$ cat src/rtl/gpio_stream_pkg.sv
// Shared register-map constants and the STATUS word layout for gpio_stream_ctrl.
package gpio_stream_pkg;

  localparam int OFF_DATA   = 0;
  localparam int OFF_STATUS = 1;
  localparam int OFF_CTRL   = 2;
  localparam int OFF_DROPS  = 3;

  localparam int ST_EMPTY     = 0;
  localparam int ST_FULL      = 1;
  localparam int ST_OVF       = 2;
  localparam int ST_COUNT_LSB = 8;

  localparam int CTRL_EN     = 0;
  localparam int CTRL_IRQ_EN = 1;
  localparam int CTRL_FLUSH  = 2;

  // Field order matches the bit positions above when zero-extended to the bus width.
  typedef struct packed {
    logic [7:0] count;
    logic [4:0] rsvd;
    logic       ovf;
    logic       full;
    logic       empty;
  } status_t;

endpackage

$ cat src/rtl/sync_fifo.sv
// Single-clock FIFO with count, flush and a zeroed head when empty.
module sync_fifo #(
  parameter int WIDTH = 8,
  parameter int DEPTH = 4,
  localparam int AW = (DEPTH > 1) ? $clog2(DEPTH) : 1,
  localparam int CW = $clog2(DEPTH + 1)
) (
  input  logic             clk,
  input  logic             rst,
  input  logic             push,
  input  logic [WIDTH-1:0] data,
  input  logic             pop,
  input  logic             flush,
  output logic             full,
  output logic             empty,
  output logic [CW-1:0]    count,
  output logic [WIDTH-1:0] head
);

  logic [WIDTH-1:0] mem [DEPTH];
  logic [AW-1:0]    wr_ptr;
  logic [AW-1:0]    rd_ptr;
  logic             do_push;
  logic             do_pop;

  assign empty = (count == '0);
  assign full  = (count == CW'(DEPTH));

  // A full FIFO still accepts a push when the head leaves in the same cycle; flush voids both.
  assign do_pop  = pop & ~empty & ~flush;
  assign do_push = push & (~full | do_pop) & ~flush;

  assign head = empty ? '0 : mem[rd_ptr];

  always_ff @(posedge clk) begin
    if (do_push) begin
      mem[wr_ptr] <= data;
    end
  end

  always_ff @(posedge clk or posedge rst) begin
    if (rst) begin
      wr_ptr <= '0;
      rd_ptr <= '0;
      count  <= '0;
    end else if (flush) begin
      wr_ptr <= '0;
      rd_ptr <= '0;
      count  <= '0;
    end else begin
      if (do_push) begin
        wr_ptr <= wr_ptr + 1'b1;
      end
      if (do_pop) begin
        rd_ptr <= rd_ptr + 1'b1;
      end
      case ({do_push, do_pop})
        2'b10:   count <= count + 1'b1;
        2'b01:   count <= count - 1'b1;
        default: count <= count;
      endcase
    end
  end

endmodule

$ cat src/rtl/gpio_stream_ctrl.sv
// Memory-mapped multi-channel GPIO output controller: bus stores are queued per
// channel and drained to the consumer over a valid/ready handshake.
module gpio_stream_ctrl
  import gpio_stream_pkg::*;
#(
  parameter int                ADDR_W    = 32,
  parameter int                DATA_W    = 32,
  parameter int                GPIO_W    = 8,
  parameter int                CHANNELS  = 2,
  parameter int                DEPTH     = 4,
  parameter logic [ADDR_W-1:0] BASE_ADDR = 'h0000_0400
) (
  input  logic                         clk,
  input  logic                         rst,
  input  logic                         wr_en,
  input  logic [ADDR_W-1:0]            addr,
  input  logic [DATA_W-1:0]            wr_data,
  output logic [DATA_W-1:0]            rd_data,
  output logic                         hit,
  output logic [CHANNELS*GPIO_W-1:0]   gpio_data,
  output logic [CHANNELS-1:0]          gpio_valid,
  input  logic [CHANNELS-1:0]          gpio_ready,
  output logic                         irq
);

  localparam int CW   = $clog2(DEPTH + 1);
  localparam int CH_W = (CHANNELS > 1) ? $clog2(CHANNELS) : 1;

  logic [ADDR_W-1:0] offset;
  logic [1:0]        reg_sel;
  logic [CH_W-1:0]   ch_sel;
  logic [CHANNELS-1:0] ovf_q;
  logic [CHANNELS-1:0] irq_en_q;
  logic [DATA_W-1:0] ch_rd [CHANNELS];
  logic              unused_wr_data;

  // Addresses below the base wrap to a huge offset, so the lower-bound test is explicit.
  assign offset  = addr - BASE_ADDR;
  assign hit     = (addr >= BASE_ADDR) && (offset < ADDR_W'(4 * CHANNELS));
  assign reg_sel = offset[1:0];
  assign ch_sel  = offset[2 +: CH_W];

  assign unused_wr_data = ^wr_data;

  for (genvar c = 0; c < CHANNELS; c++) begin : g_ch
    logic              sel;
    logic              data_wr;
    logic              status_wr;
    logic              ctrl_wr;
    logic              drops_wr;
    logic              flush;
    logic              pop;
    logic              drop;
    logic              full;
    logic              empty;
    logic [CW-1:0]     count;
    logic [GPIO_W-1:0] head;
    logic              en_r;
    logic              irq_en_r;
    logic              ovf_r;
    logic [7:0]        drops_r;
    status_t           st;
    logic [DATA_W-1:0] rd_word;

    assign sel       = wr_en & hit & (ch_sel == CH_W'(c));
    assign data_wr   = sel & (reg_sel == 2'(OFF_DATA));
    assign status_wr = sel & (reg_sel == 2'(OFF_STATUS));
    assign ctrl_wr   = sel & (reg_sel == 2'(OFF_CTRL));
    assign drops_wr  = sel & (reg_sel == 2'(OFF_DROPS));
    assign flush     = ctrl_wr & wr_data[CTRL_FLUSH];

    assign pop  = gpio_valid[c] & gpio_ready[c];
    assign drop = data_wr & full & ~pop;

    sync_fifo #(
      .WIDTH (GPIO_W),
      .DEPTH (DEPTH)
    ) u_fifo (
      .clk   (clk),
      .rst   (rst),
      .push  (data_wr),
      .data  (wr_data[GPIO_W-1:0]),
      .pop   (pop),
      .flush (flush),
      .full  (full),
      .empty (empty),
      .count (count),
      .head  (head)
    );

    assign gpio_valid[c]                   = en_r & ~empty;
    assign gpio_data[c*GPIO_W +: GPIO_W]   = head;
    assign ovf_q[c]                        = ovf_r;
    assign irq_en_q[c]                     = irq_en_r;

    always_ff @(posedge clk or posedge rst) begin
      if (rst) begin
        en_r     <= 1'b1;
        irq_en_r <= 1'b0;
        ovf_r    <= 1'b0;
        drops_r  <= '0;
      end else begin
        if (ctrl_wr) begin
          en_r     <= wr_data[CTRL_EN];
          irq_en_r <= wr_data[CTRL_IRQ_EN];
        end
        if (status_wr) begin
          ovf_r <= 1'b0;
        end else if (drop) begin
          ovf_r <= 1'b1;
        end
        if (drops_wr) begin
          drops_r <= '0;
        end else if (drop && (drops_r != 8'hFF)) begin
          drops_r <= drops_r + 8'd1;
        end
      end
    end

    always_comb begin
      st       = '0;
      st.empty = empty;
      st.full  = full;
      st.ovf   = ovf_r;
      st.count = 8'(count);
    end

    // DATA is write-only and flush is an action bit, so both read back as zero.
    always_comb begin
      rd_word = '0;
      case (reg_sel)
        2'(OFF_STATUS): rd_word = DATA_W'(st);
        2'(OFF_CTRL): begin
          rd_word[CTRL_EN]     = en_r;
          rd_word[CTRL_IRQ_EN] = irq_en_r;
        end
        2'(OFF_DROPS): rd_word = DATA_W'(drops_r);
        default: rd_word = '0;
      endcase
    end

    assign ch_rd[c] = rd_word;
  end

  assign rd_data = hit ? ch_rd[ch_sel] : '0;
  assign irq     = |(ovf_q & irq_en_q);

endmodule

$ cat config.mk
export PLATFORM = sky130hd
export DESIGN_NAME = gpio_stream_ctrl
export DESIGN_NICKNAME = d
export VERILOG_FILES = /design/src/rtl/gpio_stream_pkg.sv /design/src/rtl/sync_fifo.sv /design/src/rtl/gpio_stream_ctrl.sv
export SDC_FILE = /design/constraint.sdc
export NUM_CORES = 1
export LEC_CHECK = 0
export CORE_ASPECT_RATIO = 1.25
export CORE_MARGIN = 3
export CORE_UTILIZATION = 40
export CTS_BUF_LIST = sky130_fd_sc_hd__clkbuf_8
export CTS_CLUSTER_DIAMETER = 80
export DETAILED_ROUTE_END_ITERATION = 6
export DONT_BUFFER_PORTS = 1
export GPL_TIMING_DRIVEN = 1
export PLACE_DENSITY = 0.62
export SLEW_MARGIN = 20
export SYNTH_ARGS = -nofsm -noshare
export SYNTH_HDL_FRONTEND = slang
export SYNTH_SLANG_ARGS = --single-unit
$ cat constraint.sdc
create_clock -name clk -period 6.3 [get_ports clk]
set_input_delay 1.26 -clock clk [delete_from_list [all_inputs] [get_ports clk]]
set_output_delay 1.26 -clock clk [all_outputs]
set_load 0.005 [all_outputs]
Yosys cells after proc, flatten, opt, wreduce, memory -nomap -nowiden. Memory sizes are Yosys's and may differ from the RTL's. Index checks and enable logic that the tools add are counted.

$add $sub $neg: 11. $mul: 0. Divide/modulo/power cells: 0. Magnitude comparators: 3. Equality and inequality tests: 11. Shift operators: 0. Muxes and demuxes: 34. Bitwise operators: 42. Reduce and logical (&&, ||, !) cells: 17.

Operators by type and width (number): $mux 32 (4); $mux 8 (6); $pmux 9 s2 (2); $ge 32x11->1 const B (1); $lt 32x4->1 const B (1); $sub 32x11->32 const B (1); $and 1x1->1 (29); $add 8x1->8 const B (2); $mux 2 (8); $ne 8x8->1 const B (2); $reduce_bool 2->1 (8); $pmux 2 s3 (2); $pmux 3 s2 (2); $not 1->1 (9); $add 2x1->2 const B (4); $eq 2x2->1 const B (4); $mux 1 (8); $add 3x1->3 const B (2); $eq 2x1->1 const B (3); $eq 3x3->1 const B (2); $logic_not 3->1 (2); $mux 3 (2); $reduce_bool 3->1 (2); $sub 3x1->3 const B (2); other kinds (7) (10).

Register bits: 36. Latch bits: 0. Bits in writable memories: 64. Bits in read-only memories: 0. Input port bits: 69. Output and inout port bits: 52. Word-level logic and storage cells: 134. Memories kept: 2.

Memory list: g_ch[0].u_fifo.mem (depth 4, bits a word 8, read ports 1, clocked after memory_dff 0, wr ports 1, line sync_fifo.sv:20) `logic [WIDTH-1:0] mem [DEPTH];`; g_ch[1].u_fifo.mem (depth 4, bits a word 8, read ports 1, clocked after memory_dff 0, wr ports 1, line sync_fifo.sv:20).

Logic depth before layout (Yosys ltp). Gate-level depths: netlist of run 1.

Depth in word-level cells: 15. Mapped depth: 11. Mapped depth without buffers: 11.

Cells and area by module. Synthesis of run 1 repeated with hierarchy kept, for this count alone.

Cells, all modules: 466. Area, all modules: 5406.4 sq um.

By module, submodules not included: sync_fifo (times used 2, cells an instance 113, area each 1757.9 sq um, seq. area each 1136.1 sq um); gpio_stream_ctrl (times used 1, cells an instance 240, area each 1890.6 sq um, seq. area each 553.0 sq um).

Least setup slack after synthesis of run 1. No wires, ideal clock.

Path kind: input port to output port. From: in addr[5]. To: out rd_data[0]. Arrival time: 3.004 ns. Required time: 5.040 ns. Slack: 2.036 ns. Stages on the path: 6. Cells stage by stage: or4b_1 > a2111oi_4 > and3_2 > nand3_2 > buf_2 > nor3_1.

Longest elaborated chain between the ends: 4. Elaborated cells on any way between the ends: 5.

RTL lines: from (decl) (line gpio_stream_ctrl.sv:16) `input logic [ADDR_W-1:0] addr,`; $sub 32x11->32 (line gpio_stream_ctrl.sv:38) `assign offset = addr - BASE_ADDR;`; $lt 32x4->1 (line gpio_stream_ctrl.sv:39) `assign hit = (addr >= BASE_ADDR) && (offset < ADDR_W'(4 * CHANNELS));`; $logic_and 1x1->1 (*) (line gpio_stream_ctrl.sv:39); $mux 32 (*) (line gpio_stream_ctrl.sv:145) `assign rd_data = hit ? ch_rd[ch_sel] : '0;`; to (decl) (line gpio_stream_ctrl.sv:18) `output logic [DATA_W-1:0] rd_data,`.

Every way passes the cells marked *; elsewhere a longest branch is shown, timed or not.

Final worst setup path of run 1.
From: in addr[10]. To: out rd_data[9].

Longest elaborated chain between the ends: 4. Elaborated cells on any way between the ends: 5.

RTL lines: $sub 32x11->32 (line gpio_stream_ctrl.sv:38); $lt 32x4->1 (line gpio_stream_ctrl.sv:39); $logic_and 1x1->1 (*) (line gpio_stream_ctrl.sv:39); via hit (line gpio_stream_ctrl.sv:19) `output logic hit,`; $mux 32 (*) (line gpio_stream_ctrl.sv:145).

The timed path passes the listed nets; every way through them passes the cells marked *.

==> results.yml, run 1 <==
cts:
  cts_max_level: 3
  cts_hold_buf: 0
  cts.repair.resized: 0
  root_buffer: "clkbuf_8"
  cts_buffers: 9
  cts_tree: "done"
  worstSkewPairLatency_ns: 0.36
  cts_setup_buffers: 0
  cts_buffer_depth: 2
  clk_pin_slew_ns: 0.10
  cts.sinks: 100
detailed_routing:
  drt_iter0_drc: 148
  num_vias: 3539
  wire_per_inst_um: 19.1
  via_per_inst: 5.70
  ant_nets: 0
  routed_wl_um: 11900
  drc: 0
  dr.pass1.iters: 4
run_status:
  status: "finished clean"
synthesis:
  syn_area_um2: 5400
  synth_warnings: 0
  synthTopCellsByArea: "edfxtp_1 (36%), dfrtp_1 (16%), mux4_2 (7.1%)"
  yosys.area.top_type: "edfxtp_1"
  synth_top_cell_area_share_pct: 35.6
  ys_seq_area_share_pct: 52.3
  synthCells: 453
  synth_edf_count: 64
  avgSynthCellArea_um2: 11.9
  synth-async-reset-ratio_pct: 36.0
  yosys_register_bits: 100
  synth.distinct_cells: 64
  ys.flop_type: "edfxtp_1"
critical_path:
  worst_setup_path_start_kind: "input port"
  r2r_start: "g_ch[0].u_fifo.count[0]$_DFFE_PP0P_"
  r2r_slack_ns: 3.49
  reg2reg_to: "g_ch[0].u_fifo.mem[0][0]$_DFFE_PP_"
  worstSetupPathType: "input port to output port"
  cp_max_fo: 13
  timing.critical_path.from: "addr[10]"
  end_kind: "output port"
  arrival_ns: 3.54
  required_ns: 5.04
  reg2reg_depth: 5
timing:
  worst_pin_slew_ns: 0.631
  slew_headroom_pct: 57.4
  clock.fmax_mhz: 208
  rsz0062_at_grt: "false"
  post-route-period-util_pct: 76.2
  finalHoldViolCount: 0
  post-route-min-period_ns: 4.80
  setup_tns_ns: 0
  skew_ns: 0.0164
  finalSetupViolations: 0
  drv_slew: 0
global_routing:
  grt_first_pass_wirelength_um: 19200
  grt_pass1_vias: 3681
  grt_use_total_pct: 16.5
  grt_overflow_total: 0
  grt_start_max_net_pins: 37
  antenna_found_initial: 0
floorplanning:
  dieArea_um2: 14900
  coreArea_um2: 12900
  die_w_um: 110
  core.rowCount: 46
  dieHeight_um: 136
  io_pins: 121
  initial_core_util_pct: 41.7
worst_hold_path:
  hp-class: "flip-flop to flip-flop"
  hp-start: "g_ch[1].drops_r[7]$_DFFE_PP0P_"
  hold-path-endpoint: "g_ch[1].drops_r[7]$_DFFE_PP0P_"
  min_path_cells: 1
power_and_ir_drop:
  p_leak_nw: 2.08
  powerDensity_nw_per_um2: 204
  ir_worst_vdd_mv: 0.0954
place:
  gp_congestion: 0.835
  port_buffers: 0
  placed_area_um2: 5470
  dp_hpwl_um: 8670
final_layout:
  final_area_um2: 5670
  n_antenna_cell: 0
  drive_gt1_share_pct: 12.1
  layout.nets: 529
  areaGrowthSynthToFinish_pct: 5.10
  post-route-util_pct: 43.8
flow_run:
  cap_viol_max_count: 0
==> logic make-up (layout without fill, tap and decap cells) <==
kind of cell               after synthesis  count (layout)  share of synthesized area [%]
AOI/OAI and AO/OA                       67              67                           8.46
muxes                                   33              33                           10.2
and+or+nand+nor                        180             180                           18.8
DFF                                    100             100                           52.3
buffers and inverters                   46              26                           4.84
xor gates and xnor gates                14              14                           2.27
other                                    1              21                         0.0695
adders and majority gates               12              12                           3.06
==> cell usage in the layout (no fill, tap or decap), types with 3 or more instances in the layout <==
master,synthesis,routed
a21o_1,3,3
a21oi_1,9,9
a22oi_1,3,3
a31oi_1,5,5
and2_1,24,24
and3_1,17,17
clkbuf_8,0,9
clkinv_4,0,3
conb_1,1,21
dfrtp_1,34,34
edfxtp_1,64,64
ha_1,10,10
inv_1,7,7
mux2_1,4,4
mux2i_1,11,11
mux4_2,17,17
nand2_1,24,24
nand2b_1,3,3
nand3_1,13,13
nand4_1,8,8
nor2_1,37,37
nor2b_1,4,4
nor3_1,18,18
nor3_2,3,3
nor4_1,3,3
nor4_2,3,3
o21ai_0,5,5
o21ai_1,21,21
o31ai_1,5,5
or3_1,5,5
or4_1,5,5
xnor2_1,6,6
xor2_1,8,8
==> metal layers <==
metal  GRT usage [%]  vias to the layer above  routed length, um
met1            20.5                     1768               4930
li1                -                     1647                  -
met2            28.3                      104               6020
met4            4.23                        0                172
met3            4.37                       20                756
met5               0                        -                  0
==> report_power, final <==
part	leakage (nW)	internal, W	total (W)	switching [W]
combinational	0.908	0.00000970	0.0000297	0.0000200
clock	0.105	0.000190	0.000431	0.000240
sequential	1.07	0.000699	0.000699	0.00000000000101
total	2.08	0.000899	0.00116	0.000260
==> layout make-up <==
type                       count  area (um2)
fill                        1224        7280
sequential                   100        2830
multi-input combinational    327        2390
tap                          168         210
clock buffer                   9         124
clock inverter                 7        82.6
inverter                       8        30.0
timing repair buffer           2        15.0
==> synth_stat cells (3+ instances only) <==
cell      count
a21o_1        3
a21oi_1       9
a22oi_1       3
a31oi_1       5
and2_1       24
and3_1       17
buf_4        21
clkbuf_1     12
dfrtp_1      34
edfxtp_1     64
ha_1         10
inv_1         7
mux2_1        4
mux2i_1      11
mux4_2       17
nand2_1      24
nand2b_1      3
nand3_1      13
nand4_1       8
nor2_1       37
nor2b_1       4
nor3_1       18
nor3_2        3
nor4_1        3
nor4_2        3
o21ai_0       5
o21ai_1      21
o31ai_1       5
or3_1         5
or4_1         5
xnor2_1       6
xor2_1        8
==> worst max-delay path by stage <==
stage,endpoint,slack (ns),depth (start not counted)
floorplan,rd_data[0],2.04,6
global placement,rd_data[10],1.48,6
detailed placement,rd_data[9],1.47,7
CTS,rd_data[9],1.46,6
global route,rd_data[6],1.18,7
finish,rd_data[9],1.50,6
==> state kept, by name, summed over array words and instances, names as in the netlist <==
| name | count |
|---|---|
| g_ch.u_fifo.mem | 64 |
| g_ch.drops_r | 16 |
| g_ch.u_fifo.count | 6 |
| g_ch.u_fifo.rd_ptr | 4 |
| g_ch.u_fifo.wr_ptr | 4 |
| g_ch.en_r | 2 |
| g_ch.irq_en_r | 2 |
| g_ch.ovf_r | 2 |
==> worst max-delay path: stages <==
cell     delay, ns
or4_1         0.62
o41ai_2       0.56
nand3_2       0.43
inv_2         0.32
nand2_1       0.13
nor2_1        0.20
==> through the flow <==
step | instances | worst slack, ns | hold WS, ns | power, W
global route | 621 | 1.18 | 0.550 | 0.00119
CTS | 621 | 1.46 | 0.526 | 0.00117
finish | 621 | 1.50 | 0.520 | 0.00116
global placement | 605 | 1.48 | 0.504 | 0.000742
detailed placement | 605 | 1.47 | 0.506 | 0.000743
floorplan | 473 | 2.04 | 0.461 | 0.000750
(Power assumes the default switching activity.)
==> inputs of run 2 (changes only) <==
clock period = 4.9 ns   (was 6.3 ns; I/O delays follow)
==> results.yml, run 2 (synthesized netlist as in run 1, its figures left out) <==
final_layout:
  n_fill_cell: 1209
  top_regs: "g_ch.u_fifo.mem: 64 flops, g_ch.drops_r: 16 flops, g_ch.u_fifo.count: 6 flops"
  top_register: "g_ch.u_fifo.mem"
  layout.cells.non_filler: 623
  mostFrequentLayoutCells: "edfxtp_1 (64), nor2_1 (37), dfrtp_1 (34), nand2_1 (24), and2_1 (24)"
  seqCellArea_um2: 2830
  multi_input_area_um2: 2390
  final_common_cell: "edfxtp_1"
  largest_reg_flops: 64
  n_antenna_cell: 0
  layout.nets: 531
  areaGrowthSynthToFinish_pct: 5.10
  post-route-util_pct: 43.8
  drive_gt1_share_pct: 12.7
floorplanning:
  die_w_um: 110
  core.rowCount: 46
  coreArea_um2: 12900
  dieArea_um2: 14900
  io_pins: 121
  initial_core_util_pct: 41.7
  dieHeight_um: 136
timing:
  setup_tns_ns: 0
  post-route-period-util_pct: 82.9
  clock.fmax_mhz: 246
  finalHoldViolCount: 0
  post-route-min-period_ns: 4.06
  finalSetupViolations: 0
  worst_pin_slew_ns: 0.633
  skew_ns: 0.0132
  slew_headroom_pct: 57.8
  rsz0062_at_grt: "false"
  drv_slew: 0
cts:
  cts.sinks: 100
  cts_buffer_depth: 2
  worstSkewPairLatency_ns: 0.37
  cts_max_level: 3
  root_buffer: "clkbuf_8"
  cts.repair.resized: 0
  clk_pin_slew_ns: 0.10
  cts_hold_buf: 0
  cts_buffers: 9
  cts_tree: "done"
  cts_setup_buffers: 0
detailed_routing:
  via_per_inst: 5.53
  drc: 0
  drt_iter0_drc: 162
  routed_wl_um: 11600
  num_vias: 3446
  wire_per_inst_um: 18.6
  dr.pass1.iters: 4
  ant_nets: 0
global_routing:
  grt_start_max_net_pins: 37
  antenna_found_initial: 0
  grt_pass1_vias: 3534
  grt_use_total_pct: 16.0
  grt_first_pass_wirelength_um: 18300
  grt_overflow_total: 0
critical_path:
  required_ns: 3.92
  worst_setup_path_start_kind: "input port"
  crit_path_cell_trace: "nor4_2 > o211ai_1 > o41ai_2 > nand3_2 > inv_2 > nand2_1 > nor2_1"
  end_kind: "output port"
  arrival_ns: 3.08
  timing.critical_path.from: "addr[15]"
  cp_max_fo: 8
  critPathSlowestCell: "o41ai_2"
  crit_path_max_incr_delay_ns: 0.49
  r2r_start: "g_ch[0].u_fifo.count[0]$_DFFE_PP0P_"
  worstSetupPathType: "input port to output port"
worst_hold_path:
  hp-class: "flip-flop to flip-flop"
  hp-start: "g_ch[1].drops_r[7]$_DFFE_PP0P_"
power_and_ir_drop:
  powerDensity_nw_per_um2: 257
  swShare_pct: 23.9
  ir_worst_vdd_mv: 0.137
  p_clk_share_pct: 35.7
  p_leak_nw: 2.08
  switching_power_w: 0.000349
  intPower_w: 0.00111
  comb_power_share_pct: 2.6
  pwr-share-seq_pct: 61.7
place:
  gp_congestion: 0.831
  port_buffers: 0
  dp_cells: 607
  dp_hpwl_um: 8480
run_status:
  status: "finished clean"
flow_run:
  cap_viol_max_count: 0
-- run 2: layout make-up --
class                   count  area share [%]
clock buffers               9            2.18
well taps                 168            3.71
flip-flops and latches    100            49.8
repair buffers              4           0.529
clock inverters             7            1.19
multi-input cells         327            42.1
inverters                   8           0.529
-- run 2: worst max-delay path, delay by kind of cell --
kind	cells	cell delay [ns]
compound gates	2	0.71
buf+inv	1	0.26
simple gates	4	1.11
-- run 2: worst paths after layout --
check | slack (ns) | to | cells after the start
worst max-delay path | 0.84 | rd_data[4] | 7
worst min register to register | 0.51 | g_ch[1].drops_r[7]$_DFFE_PP0P_ | 1
max in group asynchronous | 3.93 | g_ch[0].en_r$_DFFE_PP1N_ | 2
worst max register to register | 2.21 | g_ch[0].u_fifo.mem[0][5]$_DFFE_PP_ | 5
worst min-delay path | 0.51 | g_ch[1].drops_r[7]$_DFFE_PP0P_ | 1
min in group asynchronous | 0.60 | g_ch[0].drops_r[7]$_DFFE_PP0P_ | 2
-- run 2: power by group through the flow --
stage,Sequential [W],Clock [W],Combinational [W]
2_1_floorplan,0.000917,0,0.0000480
3_3_place_gp,0.000917,0,0.0000378
3_5_place_dp,0.000917,0,0.0000379
4_1_cts,0.000898,0.000526,0.0000379
5_1_grt,0.000898,0.000562,0.0000428
6_report,0.000898,0.000521,0.0000379
-- run 2: stage by stage --
step	total power [W]	setup slack, ns	instance area (um2)	hold WS [ns]
after CTS	0.00146	0.813	5670	0.512
after detailed placement	0.000954	0.826	5480	0.498
after floorplan	0.000965	1.20	5470	0.461
after global placement	0.000954	0.829	5480	0.503
final	0.00146	0.840	5670	0.509
after global routing	0.00150	0.497	5670	0.535
-- run 2: routing by layer --
layer  track usage [%]  share of wire, %  up-vias
met4              4.23               1.1        0
met2              27.5                50       85
met5                 0                 0        -
li1                  -                 -     1651
met3              4.89               6.7        8
met1              19.4                43     1702
==> inputs of run 3 (changes only) <==
ABC_AREA = 1   (was default)
PLACE_DENSITY = 0.64   (was 0.62)
clock period = 3.6 ns   (was 4.9 ns; I/O delays follow)
==> results.yml, run 3 <==
floorplanning:
  initial_core_util_pct: 41.6
  io_pins: 121
  dieHeight_um: 144
  coreArea_um2: 14700
  dieArea_um2: 16800
  die_w_um: 117
  core.rowCount: 49
power_and_ir_drop:
  pwr-share-seq_pct: 61.6
  intPower_w: 0.00150
  ir_worst_vdd_mv: 0.128
  swShare_pct: 24.2
  p_clk_share_pct: 33.7
  powerDensity_nw_per_um2: 307
  comb_power_share_pct: 4.7
  p_leak_nw: 2.74
  switching_power_w: 0.000480
cts:
  cts_setup_buffers: 0
  root_buffer: "clkbuf_8"
  worstSkewPairLatency_ns: 0.37
  cts_max_level: 3
  cts_buffer_depth: 2
  cts_buffers: 9
  cts.sinks: 100
  cts_tree: "done"
  cts_hold_buf: 0
  cts.repair.resized: 0
  clk_pin_slew_ns: 0.10
place:
  dp_hpwl_um: 10900
  port_buffers: 0
  preCtsSetupSlack_ns: 0.106
  placed_area_um2: 6280
  gp_congestion: 0.857
detailed_routing:
  drt_iter0_drc: 458
  wire_per_inst_um: 14.9
  num_vias: 4920
  ant_nets: 0
  drc: 0
  dr.pass1.iters: 5
  routed_wl_um: 14400
  via_per_inst: 5.10
run_status:
  status: "finished clean"
synthesis:
  synth-async-reset-ratio_pct: 36.0
  synth-compound-area-share_pct: 9.17
  synth.distinct_cells: 42
  avgSynthCellArea_um2: 7.90
  synthTopCellsByArea: "edfxtp_1 (31%), dfrtp_1 (14%), nor2_1 (9.7%)"
  synth_mux_area_share_pct: 0
  yosys.area.top_type: "edfxtp_1"
  synth_warnings: 0
  syn_area_um2: 6120
  synth_edf_count: 64
  ys_seq_area_share_pct: 46.1
  synthCells: 775
  synth-xor-area-share_pct: 1.72
  synth-adder-area-share_pct: 2.70
  ys.flop_type: "edfxtp_1"
  yosys.area_share.simple_pct: 30.8
  synth_top_cell_area_share_pct: 31.4
  yosys-top-cells-count: "nor2_1 (159), nand2_1 (136), inv_1 (93)"
  yosys_register_bits: 100
  synth_top_family_by_area: "simple AND/OR/NAND/NOR gates"
  yosysMostFrequentCell: "nor2_1"
global_routing:
  grt_pass1_vias: 4680
  grt_use_total_pct: 17.0
  grt_start_max_net_pins: 20
  grt_first_pass_wirelength_um: 22600
  grt_overflow_total: 0
  antenna_found_initial: 0
timing:
  drv_slew: 0
  finalSetupViolations: 0
  clock.fmax_mhz: 306
  post-route-min-period_ns: 3.27
  finalHoldViolCount: 0
  post-route-period-util_pct: 90.8
  slew_headroom_pct: 45.8
  setup_tns_ns: 0
  rsz0062_at_grt: "false"
  worst_pin_slew_ns: 0.810
  hold_ws_ns: 0.372
  skew_ns: 0.0168
  setup_ws_ns: 0.331
final_layout:
  final_area_um2: 6460
  seqCellArea_um2: 2830
  n_antenna_cell: 0
  largest_reg_flops: 64
  areaGrowthSynthToFinish_pct: 5.46
  final_common_cell: "nor2_1"
  n_fill_cell: 1485
  top_register: "g_ch.u_fifo.mem"
  mostFrequentLayoutCells: "nor2_1 (159), nand2_1 (136), inv_1 (94), edfxtp_1 (64), nand3_1 (51)"
  top_regs: "g_ch.u_fifo.mem: 64 flops, g_ch.drops_r: 16 flops, g_ch.u_fifo.count: 6 flops"
  post-route-util_pct: 43.9
  layout.nets: 863
  multi_input_area_um2: 2800
  drive_gt1_share_pct: 7.62
critical_path:
  cp_max_fo: 8
  required_ns: 2.88
  r2r_start: "g_ch[1].u_fifo.count[0]$_DFFE_PP0P_"
  crit_path_cell_trace: "nor2_1 > nand2_1 > nor2_2 > nand3_2 > nand2_1 > nand2_1 > nor2_1 > nand3_2 > nor2_8 > nand2_1 > a221oi_1"
  cpLargestDelayFamily: "simple AND/OR/NAND/NOR gates"
  worstSetupPathType: "input port to output port"
  cp_common_cell: "nand2_1"
  reg2reg_to: "g_ch[1].u_fifo.mem[3][3]$_DFFE_PP_"
  worst_setup_path_start_kind: "input port"
  cp_num_buf_inv: 0
  end_kind: "output port"
  r2r_slack_ns: 0.71
  arrival_ns: 2.55
  reg2reg_depth: 8
  crit_path_max_incr_delay_ns: 0.44
  critPathSlowestCell: "a221oi_1"
worst_hold_path:
  hp-class: "input port to asynchronous set/reset pin"
flow_run:
  cap_viol_max_count: 0
## run 3: layout make-up
| class | instances | share of cell area [%] |
|---|---|---|
| Tap cell | 178 | 3.45 |
| Clock buffer | 9 | 1.92 |
| Sequential cell | 100 | 43.8 |
| Timing Repair Buffer | 8 | 0.930 |
| Inverter | 100 | 5.81 |
| Clock inverter | 7 | 0.794 |
| Multi-Input combinational cell | 563 | 43.3 |
## run 3: worst max path at each step
stage	startpoint	endpoint	slack (ns)	cells past startpoint
5_1_grt	addr[10]	rd_data[3]	0.11	11
2_1_floorplan	addr[13]	g_ch[1].u_fifo.count[2]$_DFFE_PP0P_	0.44	21
3_3_place_gp	addr[10]	g_ch[0].u_fifo.mem[1][5]$_DFFE_PP_	0.11	13
3_5_place_dp	addr[18]	g_ch[0].u_fifo.mem[1][4]$_DFFE_PP_	0.11	13
6_report	addr[18]	rd_data[0]	0.33	11
4_1_cts	addr[18]	rd_data[1]	0.34	11
## run 3: metrics by stage
stage          cells  total power [W]
6_report         965          0.00198
5_1_grt          965          0.00206
4_1_cts          965          0.00199
3_5_place_dp     949          0.00134
3_3_place_gp     949          0.00134
2_1_floorplan    795          0.00134
## run 3: cell families (layout without fill, tap and decap cells)
group,after synthesis,after routing
AND/OR/NAND/NOR,415,415
buffers and inverters,132,124
AO/OA/AOI/OAI,103,103
flip-flops,100,100
adder cells (fa/ha/maj),12,12
XOR/XNOR,12,12
other,1,21
## run 3: per-layer routing
| layer | track usage [%] | vias up | wire length (um) |
|---|---|---|---|
| met5 | 0 | - | 0 |
| met4 | 4.35 | 0 | 91 |
| met3 | 3.64 | 6 | 963 |
| met2 | 31.1 | 122 | 7420 |
| met1 | 20.1 | 2272 | 5880 |
| li1 | - | 2520 | - |
## run 3: power groups by stage
stage                     registers, W  clock network [W]  logic [W]
after floorplan                0.00125                  0  0.0000930
after global placement         0.00125                  0  0.0000919
after detailed placement       0.00125                  0  0.0000922
after CTS                      0.00122           0.000679  0.0000925
after global routing           0.00122           0.000726   0.000107
final                          0.00122           0.000669  0.0000925
